[config.mk]
export PLATFORM = sky130hd
export DESIGN_NAME = hilo_muldiv_flat
export DESIGN_NICKNAME = d
export VERILOG_FILES = /design/src/rtl/hilo_muldiv_if.sv /design/src/rtl/hilo_muldiv.sv /design/src/flat_wrapper.sv
export SDC_FILE = /design/constraint.sdc
export NUM_CORES = 2
export LEC_CHECK = 0
export ABC_AREA = 1
export BUFFER_PORTS_ARGS = -buffer_cell sky130_fd_sc_hd__buf_2
export CORE_MARGIN = 4
export CORE_UTILIZATION = 50
export DETAILED_ROUTE_END_ITERATION = 8
export PLACE_DENSITY = 0.66
export SLEW_MARGIN = 5
export SYNTH_ARGS = -nofsm -noshare
export SYNTH_HDL_FRONTEND = slang
export SYNTH_SLANG_ARGS = --single-unit
[constraint.sdc]
create_clock -name clk -period 9.1 [get_ports clk]
set_input_delay 0.455 -clock clk [delete_from_list [all_inputs] [get_ports clk]]
set_output_delay 0.455 -clock clk [all_outputs]
set_load 0.02 [all_outputs]
[src/rtl/hilo_muldiv_if.sv]
// hilo_muldiv_if: E-stage bundle between the pipeline and the HI/LO unit.
// master = pipeline side (drives the decoded op and operands),
// slave  = HI/LO unit (returns stall, move result and HI/LO contents).
interface hilo_muldiv_if;
    logic        valid_i;
    logic        flush_i;
    logic [7:0]  alucontrol;
    logic [31:0] src_a;
    logic [31:0] src_b;
    logic        stall_o;
    logic [31:0] result_o;
    logic [31:0] hi_o;
    logic [31:0] lo_o;

    modport master (
        output valid_i, flush_i, alucontrol, src_a, src_b,
        input  stall_o, result_o, hi_o, lo_o
    );

    modport slave (
        input  valid_i, flush_i, alucontrol, src_a, src_b,
        output stall_o, result_o, hi_o, lo_o
    );
endinterface

[src/rtl/hilo_muldiv.sv]
// hilo_muldiv: execute-stage HI/LO unit of the five-stage MIPS core.
// Owns HI/LO, performs MULT/MULTU, DIV/DIVU (32-iteration restoring divider)
// and MTHI/MTLO/MFHI/MFLO. Stalls the pipeline while a division runs.
// Optional macro HILO_MULT_2CYC_EN: registers multiply operands in the issue
// cycle (one stall cycle) and writes the product at the end of the next cycle.
module hilo_muldiv (
    input  logic          clk,
    input  logic          resetn,
    hilo_muldiv_if.slave  bus
);
    localparam logic [7:0] OP_MFHI  = 8'h10;
    localparam logic [7:0] OP_MTHI  = 8'h11;
    localparam logic [7:0] OP_MFLO  = 8'h12;
    localparam logic [7:0] OP_MTLO  = 8'h13;
    localparam logic [7:0] OP_MULT  = 8'h18;
    localparam logic [7:0] OP_MULTU = 8'h19;
    localparam logic [7:0] OP_DIV   = 8'h1A;
    localparam logic [7:0] OP_DIVU  = 8'h1B;

    typedef enum logic [1:0] {ST_IDLE, ST_BUSY, ST_DONE, ST_MUL} state_t;

    state_t      r_state;
    logic [4:0]  r_count;
    logic [31:0] r_hi;
    logic [31:0] r_lo;
    logic [31:0] r_quot;
    logic [31:0] r_rem;
    logic [31:0] r_divisor;
    logic        r_negQ;
    logic        r_negR;

    logic        w_issue;
    logic        w_isDiv;
    logic        w_isMult;
    logic        w_divSigned;
    logic        w_divStart;
    logic [31:0] w_absA;
    logic [31:0] w_absB;
    logic [32:0] w_remShift;
    logic [32:0] w_diff;
    logic [31:0] w_remNext;
    logic [31:0] w_quotNext;
    logic [31:0] w_quotFinal;
    logic [31:0] w_remFinal;
    logic [31:0] w_mulOpA;
    logic [31:0] w_mulOpB;
    logic        w_mulSigned;
    logic [63:0] w_extA;
    logic [63:0] w_extB;
    logic [63:0] w_product;
    logic        w_stall;
    logic [31:0] w_result;

    assign w_issue     = bus.valid_i & ~bus.flush_i;
    assign w_isDiv     = (bus.alucontrol == OP_DIV) | (bus.alucontrol == OP_DIVU);
    assign w_isMult    = (bus.alucontrol == OP_MULT) | (bus.alucontrol == OP_MULTU);
    assign w_divSigned = (bus.alucontrol == OP_DIV);
    assign w_divStart  = (r_state == ST_IDLE) & w_issue & w_isDiv & (bus.src_b != 32'd0);

    assign w_absA = (w_divSigned & bus.src_a[31]) ? (32'd0 - bus.src_a) : bus.src_a;
    assign w_absB = (w_divSigned & bus.src_b[31]) ? (32'd0 - bus.src_b) : bus.src_b;

    // Partial remainder stays below the divisor, so bit 32 of the shifted
    // value is only set when the trial subtraction must succeed.
    assign w_remShift = {r_rem, r_quot[31]};
    assign w_diff     = w_remShift - {1'b0, r_divisor};
    assign w_remNext  = w_diff[32] ? w_remShift[31:0] : w_diff[31:0];
    assign w_quotNext = {r_quot[30:0], ~w_diff[32]};

    assign w_quotFinal = r_negQ ? (32'd0 - r_quot) : r_quot;
    assign w_remFinal  = r_negR ? (32'd0 - r_rem) : r_rem;

`ifdef HILO_MULT_2CYC_EN
    logic [31:0] r_mulA;
    logic [31:0] r_mulB;
    logic        r_mulSigned;

    assign w_mulOpA    = r_mulA;
    assign w_mulOpB    = r_mulB;
    assign w_mulSigned = r_mulSigned;
`else
    assign w_mulOpA    = bus.src_a;
    assign w_mulOpB    = bus.src_b;
    assign w_mulSigned = (bus.alucontrol == OP_MULT);
`endif

    // Sign-extending to 64 bits makes the low 64 product bits correct for both MULT and MULTU.
    assign w_extA    = {{32{w_mulSigned & w_mulOpA[31]}}, w_mulOpA};
    assign w_extB    = {{32{w_mulSigned & w_mulOpB[31]}}, w_mulOpB};
    assign w_product = w_extA * w_extB;

    // HI/LO registers and divider/multiplier sequencing.
    always_ff @(posedge clk) begin
        if (!resetn) begin
            r_state   <= ST_IDLE;
            r_count   <= 5'd0;
            r_hi      <= 32'd0;
            r_lo      <= 32'd0;
            r_quot    <= 32'd0;
            r_rem     <= 32'd0;
            r_divisor <= 32'd0;
            r_negQ    <= 1'b0;
            r_negR    <= 1'b0;
`ifdef HILO_MULT_2CYC_EN
            r_mulA      <= 32'd0;
            r_mulB      <= 32'd0;
            r_mulSigned <= 1'b0;
`endif
        end else begin
            case (r_state)
                ST_IDLE: begin
                    if (w_divStart) begin
                        r_quot    <= w_absA;
                        r_rem     <= 32'd0;
                        r_divisor <= w_absB;
                        r_negQ    <= w_divSigned & (bus.src_a[31] ^ bus.src_b[31]);
                        r_negR    <= w_divSigned & bus.src_a[31];
                        r_count   <= 5'd0;
                        r_state   <= ST_BUSY;
                    end else if (w_issue) begin
                        case (bus.alucontrol)
                            OP_MTHI: r_hi <= bus.src_a;
                            OP_MTLO: r_lo <= bus.src_a;
                            OP_MULT, OP_MULTU: begin
`ifdef HILO_MULT_2CYC_EN
                                r_mulA      <= bus.src_a;
                                r_mulB      <= bus.src_b;
                                r_mulSigned <= (bus.alucontrol == OP_MULT);
                                r_state     <= ST_MUL;
`else
                                r_hi <= w_product[63:32];
                                r_lo <= w_product[31:0];
`endif
                            end
                            default: ;
                        endcase
                    end
                end
                ST_BUSY: begin
                    if (bus.flush_i) begin
                        r_state <= ST_IDLE;
                    end else begin
                        r_quot  <= w_quotNext;
                        r_rem   <= w_remNext;
                        r_count <= r_count + 5'd1;
                        if (r_count == 5'd31) begin
                            r_state <= ST_DONE;
                        end
                    end
                end
                ST_DONE: begin
                    if (!bus.flush_i) begin
                        r_lo <= w_quotFinal;
                        r_hi <= w_remFinal;
                    end
                    r_state <= ST_IDLE;
                end
                default: begin
`ifdef HILO_MULT_2CYC_EN
                    if (!bus.flush_i) begin
                        r_hi <= w_product[63:32];
                        r_lo <= w_product[31:0];
                    end
`endif
                    r_state <= ST_IDLE;
                end
            endcase
        end
    end

    // Hold the pipeline while a division starts or runs (and for a two-cycle multiply's issue).
    always_comb begin
        w_stall = 1'b0;
        if (w_divStart || (r_state == ST_BUSY)) begin
            w_stall = 1'b1;
        end
`ifdef HILO_MULT_2CYC_EN
        if ((r_state == ST_IDLE) && w_issue && w_isMult) begin
            w_stall = 1'b1;
        end
`endif
        if (bus.flush_i || !resetn) begin
            w_stall = 1'b0;
        end
    end

    // Move-from result: HI or LO as currently registered, zero for any other op.
    always_comb begin
        w_result = 32'd0;
        if (resetn) begin
            case (bus.alucontrol)
                OP_MFHI: w_result = r_hi;
                OP_MFLO: w_result = r_lo;
                default: w_result = 32'd0;
            endcase
        end
    end

    assign bus.stall_o  = w_stall;
    assign bus.result_o = w_result;
    assign bus.hi_o     = r_hi;
    assign bus.lo_o     = r_lo;
endmodule
[src/flat_wrapper.sv]
// flat-port wrapper written by rule: the top's interface ports become plain ports
module hilo_muldiv_flat 
  (clk, resetn, bus_valid_i, bus_flush_i, bus_alucontrol, bus_src_a, bus_src_b, bus_stall_o, bus_result_o, bus_hi_o, bus_lo_o);
  hilo_muldiv_if bus_i ();
  input  logic clk;
  input  logic resetn;
  input wire logic [$bits(bus_i.valid_i)-1:0] bus_valid_i;
  input wire logic [$bits(bus_i.flush_i)-1:0] bus_flush_i;
  input wire logic [$bits(bus_i.alucontrol)-1:0] bus_alucontrol;
  input wire logic [$bits(bus_i.src_a)-1:0] bus_src_a;
  input wire logic [$bits(bus_i.src_b)-1:0] bus_src_b;
  output wire logic [$bits(bus_i.stall_o)-1:0] bus_stall_o;
  output wire logic [$bits(bus_i.result_o)-1:0] bus_result_o;
  output wire logic [$bits(bus_i.hi_o)-1:0] bus_hi_o;
  output wire logic [$bits(bus_i.lo_o)-1:0] bus_lo_o;
  assign bus_i.valid_i = bus_valid_i;
  assign bus_i.flush_i = bus_flush_i;
  assign bus_i.alucontrol = bus_alucontrol;
  assign bus_i.src_a = bus_src_a;
  assign bus_i.src_b = bus_src_b;
  assign bus_stall_o = bus_i.stall_o;
  assign bus_result_o = bus_i.result_o;
  assign bus_hi_o = bus_i.hi_o;
  assign bus_lo_o = bus_i.lo_o;
  hilo_muldiv u_core (.clk(clk), .resetn(resetn), .bus(bus_i));
endmodule
# ---- Yosys cells after proc, flatten, opt, wreduce, memory -nomap -nowiden
# Index checks and enable logic that the tools add are counted.
dict set report op_classes {
  n_eq_ne 19
  bitwise 13
  multipliers 1
  add_sub_neg 6
  reduce_logical 13
  muxes 32
}
# cell count
set ops {}
lappend ops {{$mux 32} 16}
lappend ops {{$pmux 32 s2} 7}
lappend ops {{$sub 1x32->32 const A} 4}
lappend ops {{$eq 8x5->1 const B} 8}
lappend ops {{$mul 33x33->64} 1}
lappend ops {{$sub 33x32->33} 1}
lappend ops {{$reduce_bool 32->1} 1}
lappend ops {{$mux 5} 2}
lappend ops {{$pmux 5 s2} 1}
lappend ops {{$reduce_and 5->1} 2}
lappend ops {{$and 1x1->1} 9}
lappend ops {{$mux 2} 3}
lappend ops {{$ne 2x2->1 const B} 3}
lappend ops {{$ne 3x3->1 const B} 2}
lappend ops {{$add 5x1->5 const B} 1}
lappend ops {{$eq 5x5->1 const B} 1}
lappend ops {{$ne 2x1->1 const B} 2}
lappend ops {{$pmux 2 s2} 1}
lappend ops {{$reduce_and 2->1} 2}
lappend ops {{$reduce_bool 2->1} 2}
lappend ops {{$ne 3x2->1 const B} 1}
lappend ops {{$reduce_and 3->1} 1}
lappend ops {{$eq 2x1->1 const B} 1}
lappend ops {{$eq 2x2->1 const B} 1}
lappend ops {{other kinds (8)} 11}
dict set report totals {
  elab_cells 93
  out_inout_bits 97
  inputBits 76
  register_bits 169
}

# ---- Logic depth before layout (Yosys ltp)
dict set report logic_depth {
  depth_word 8
  mapped_depth 40
}

# ---- Worst setup path before layout
# OpenSTA, ideal clock, no wires.
dict set report synth_path {
  kind {input to register}
  start {in bus_alucontrol[3]}
  end {reg u_core.r_hi[22], in the netlist u_core.bus.hi_o[22]}
  slack_ns 1.030
  setup_time_ns 0.119
  n_path_buf 1
  required_time_ns 8.981
  path_stages 37
  arrival_ns 7.950
  path_cell_list {inv_1 > nor2_1 > inv_1 > nor2_1 > inv_1 > nor2_1 > inv_1 > clkbuf_1 > nor2_1 > fa_1 > inv_1 > fa_1 > inv_1 > fa_1 > fa_1 > inv_1 > fa_1 > inv_1 > fa_1 > inv_1 > fa_1 > fa_1 > inv_1 > ha_1 > nand2_1 > nor2_1 > inv_1 > nor2_1 > inv_1 > nor4_1 > nand2_1 > nand3_1 > nand2_1 > nand3_1 > nand2_1 > nand2_1 > a21oi_1}
}
dict set report synth_via {
  elab_chain_cells 7
}
# element line_no
set synth_rtl {}
lappend synth_rtl {{from (decl)} flat_wrapper.sv:9} ;# input wire logic [$bits(bus_i.alucontrol)-1:0] bus_alucontrol;
lappend synth_rtl {{$eq 8x5->1} -}
lappend synth_rtl {{$and 1x1->1 (on tied branches)} {hilo_muldiv.sv:88, hilo_muldiv.sv:89}}
lappend synth_rtl {{$mul 33x33->64} hilo_muldiv.sv:90} ;# assign w_product = w_extA * w_extB;
lappend synth_rtl {{$pmux 32 s2} hilo_muldiv.sv:121} ;# case (bus.alucontrol)
lappend synth_rtl {{$mux 32} hilo_muldiv.sv:120} ;# end else if (w_issue) begin
lappend synth_rtl {{$mux 32} hilo_muldiv.sv:112} ;# if (w_divStart) begin
lappend synth_rtl {{$pmux 32 s2} hilo_muldiv.sv:110} ;# case (r_state)
lappend synth_rtl {{to (signal assigned)} hilo_muldiv.sv:122} ;# OP_MTHI: r_hi <= bus.src_a;
lappend synth_rtl {{to (signal assigned)} hilo_muldiv.sv:131} ;# r_hi <= w_product[63:32];
lappend synth_rtl {{to (signal assigned)} hilo_muldiv.sv:154} ;# r_hi <= w_remFinal;
lappend synth_rtl {{to (decl)} hilo_muldiv.sv:24} ;# logic [31:0] r_hi;
# Parallel ways exist; a longest one is shown, timed or not. The select of a mux whose other input is x is not followed.
# A chain may end at the register's enable or synchronous reset.

# ---- Worst setup path in the final report
dict set report layout_path {
  start {in bus_alucontrol[1]}
  end {reg u_core.r_hi[10], in the netlist u_core.bus.hi_o[10]}
}
# Same word-level chain as after synthesis.

==> flow_summary.toml <==
[run_status]
status = "complete, no violations"

[logic_synthesis]
synth_area_mm2 = 0.0527
synth_top_area_share_pct = 42.7
ys_types = 47
synth_nets = 8618
synth_area_leaders = "fa_1, nand2_1, inv_1, dfxtp_1, ha_1"
async_flop_share_pct = 0
synth-main-ff-cell = "dfxtp_1"
synth_largest_area_cell = "fa_1"
ys_ff_latch = 169
avgSynthCellArea_um2 = 7.36
yosysSeqAreaShare_pct = 6.41
ys_warn_count = 0
syn_inst = 7165
synth_edf_count = 0

[route]
routed-wl-met2_um = 87700
dr_total_vias = 47100
wl_um = 191000
drt_iter0_markers = 4612
wirelength_met1_um = 74100
wl_met3_um = 15600
antenna_left = 0
wire_per_inst_um = 22.3
dr.pass1.iters = 8
drc = 0
dr.max_layer_used = "met4"
vias_per_cell = 5.51

[place]
gp_congestion = 1.10
hpwl_um = 159000
portBuffers = 172

[sta]
setup_tns_ps = 0
fmax_mhz = 114
rsz0062_at_grt = "false"
post-route-period-util_pct = 96.7
slew_headroom_pct = 11.5
hold_viol = 0
setup_viol = 0
finalCriticalPeriod_ps = 8800
worst_pin_slew_ps = 1330
skew_ps = 11.5
drv_slew = 0

[clocking]
clkTransAtPathRegs_ps = 70
clockBufferDepth = 2
cts_buffers = 17
htreeDepth = 4
hold_buffers = 0
clkLatencyLatePin_ps = 450
cts_sinks = 169
cts-root-buf = "clkbuf_16"
cts_tree = "done"

[layout]
area_delta_synth_final_pct = 5.79
drive_gt1_share_pct = 5.59
nets = 8602
fin_util_pct = 53.6
final.fill_count = 10300
final_common_cell = "nand2_1"
final_cell_mix = "nand2_1, inv_1, fa_1"

[setup_path]
worstSetupStartpointType = "input pin"
cp-end-kind = "flip-flop"
cp_data_required_time_ps = 9430
r2r-end = "u_core.r_count[3]"
arrival_ps = 9140
crit_path_start = "bus_alucontrol[1]"
cp_common_cell = "fa_1"
worstReg2RegStart = "u_core.r_state[0]"
rrSetupSlack_ps = 4330
reg2regPathDepth = 11
critPathKind = "in2reg"
cp_slowest_cell = "fa_1"
path_max_fanout = 14
critPathCapture = "u_core.bus.hi_o[10]"
max_stage_delay_ps = 660

[global_routing]
track_usage_pct = 34.7
grt_max_degree = 85
grt_overflow_total = 0
grt_pass1_vias = 48900
grt_pass1_wl_um = 294000
antenna_found_initial = 17

[die]
die_y_um = 333
dieArea_mm2 = 0.111
fp.coreArea_mm2 = 0.104
die_w_um = 333
std_cell_rows = 118
boundaryPins = 173
start_util_pct = 50.7

[job]
maxCapViolations = 0

[hold_path]
hp-class = "reg2reg"
cell families (layout without fill, tap and decap cells):
group                    after synthesis  count (layout)  share of synthesized area [%]
other                                  0              17                              0
adder cells (fa/ha/maj)             1377            1377                           48.7
AO/OA/AOI/OAI                        763             763                           7.76
XOR/XNOR                             130             130                           2.16
flip-flops                           169             169                           6.41
AND/OR/NAND/NOR                     2549            2549                           19.3
buffers and inverters               2177            2173                           15.6
worst max-delay path, delay by kind of cell:
kind	cells	cell delay [ps]
simple gates	14	2510
fa+ha+maj	9	4620
buf+inv	10	1440
compound gates	1	80
Yosys cell counts (2+ instances only):
| cell type | number |
|---|---|
| nand2_1 | 1817 |
| inv_1 | 1807 |
| fa_1 | 1126 |
| nor2_1 | 415 |
| a21oi_1 | 337 |
| o21ai_0 | 290 |
| ha_1 | 251 |
| clkbuf_1 | 250 |
| dfxtp_1 | 169 |
| nand3_1 | 159 |
| buf_1 | 81 |
| xor2_1 | 75 |
| nand4_1 | 61 |
| xnor2_1 | 55 |
| nor3_1 | 45 |
| a31oi_1 | 38 |
| o211ai_1 | 38 |
| buf_2 | 26 |
| o21bai_1 | 18 |
| a211oi_1 | 15 |
| nand3b_1 | 13 |
| nor4_1 | 11 |
| o31ai_1 | 8 |
| o21ai_1 | 7 |
| or2_2 | 7 |
| buf_6 | 5 |
| inv_2 | 4 |
| a21boi_0 | 3 |
| a21o_1 | 3 |
| nand2_2 | 3 |
| nand4_2 | 3 |
| nor2_4 | 3 |
| o21a_1 | 3 |
| clkinv_1 | 2 |
| nor2_2 | 2 |
| nor3_4 | 2 |
| o22ai_1 | 2 |
| or3_1 | 2 |
per-layer routing:
metal | global-route usage [%] | vias to the layer above
li1 | - | 20900
met1 | 44.3 | 23400
met2 | 56.5 | 2238
met3 | 5.72 | 514
met4 | 19.4 | 0
met5 | 0 | -
state kept, by name, indices dropped and copies added (netlist names):
name	count
u_core.r_divisor	32
u_core.bus.lo_o	32
u_core.r_state	2
u_core.r_count	5
u_core.r_negQ	1
u_core.r_quot	32
u_core.r_rem	32
u_core.r_negR	1
u_core.bus.hi_o	32
area by class of cell:
| cell class | count | area [µm²] | area share, % |
|---|---|---|---|
| Sequential cell | 169 | 3380 | 6.06 |
| Clock buffer | 18 | 429 | 0.769 |
| Antenna cell | 17 | 42.5 | 0.0762 |
| Inverter | 1814 | 6820 | 12.2 |
| Timing Repair Buffer | 328 | 2090 | 3.75 |
| Tap cell | 1380 | 1730 | 3.09 |
| Multi-Input combinational cell | 4819 | 41200 | 73.8 |
| Clock inverter | 13 | 136 | 0.244 |
per-stage QoR:
step                      worst slack [ps]  hold WS (ps)  cells  instance area [µm²]
after floorplan                       1030           435   7165                52700
after global placement                -184           450   8504                55100
after detailed placement              -282           462   8504                55100
after CTS                              167           472   8535                55700
after global routing                  9.58           503   8552                55800
final                                  299           472   8558                55800
worst min path at each step:
stage | slack (ps) | cells past startpoint | start | to
after detailed placement | 460 | 2 | u_core.r_count[4] | u_core.r_count[4]
final | 470 | 2 | u_core.r_count[4] | u_core.r_count[4]
after CTS | 470 | 2 | u_core.r_count[4] | u_core.r_count[4]
after floorplan | 440 | 2 | u_core.r_divisor[15] | u_core.r_divisor[15]
after global placement | 450 | 2 | u_core.r_count[2] | u_core.r_count[2]
after global routing | 500 | 2 | u_core.r_count[1] | u_core.r_count[1]
what timing repair did:
item | CTS | global route
gates resized for setup | 0 | 4
buffers inserted | 0 | 6
setup endpoints to repair | 0 | 12
Power is not shown: default switching activity piles up to over one toggle a cycle in this logic, so the estimate is an artifact.
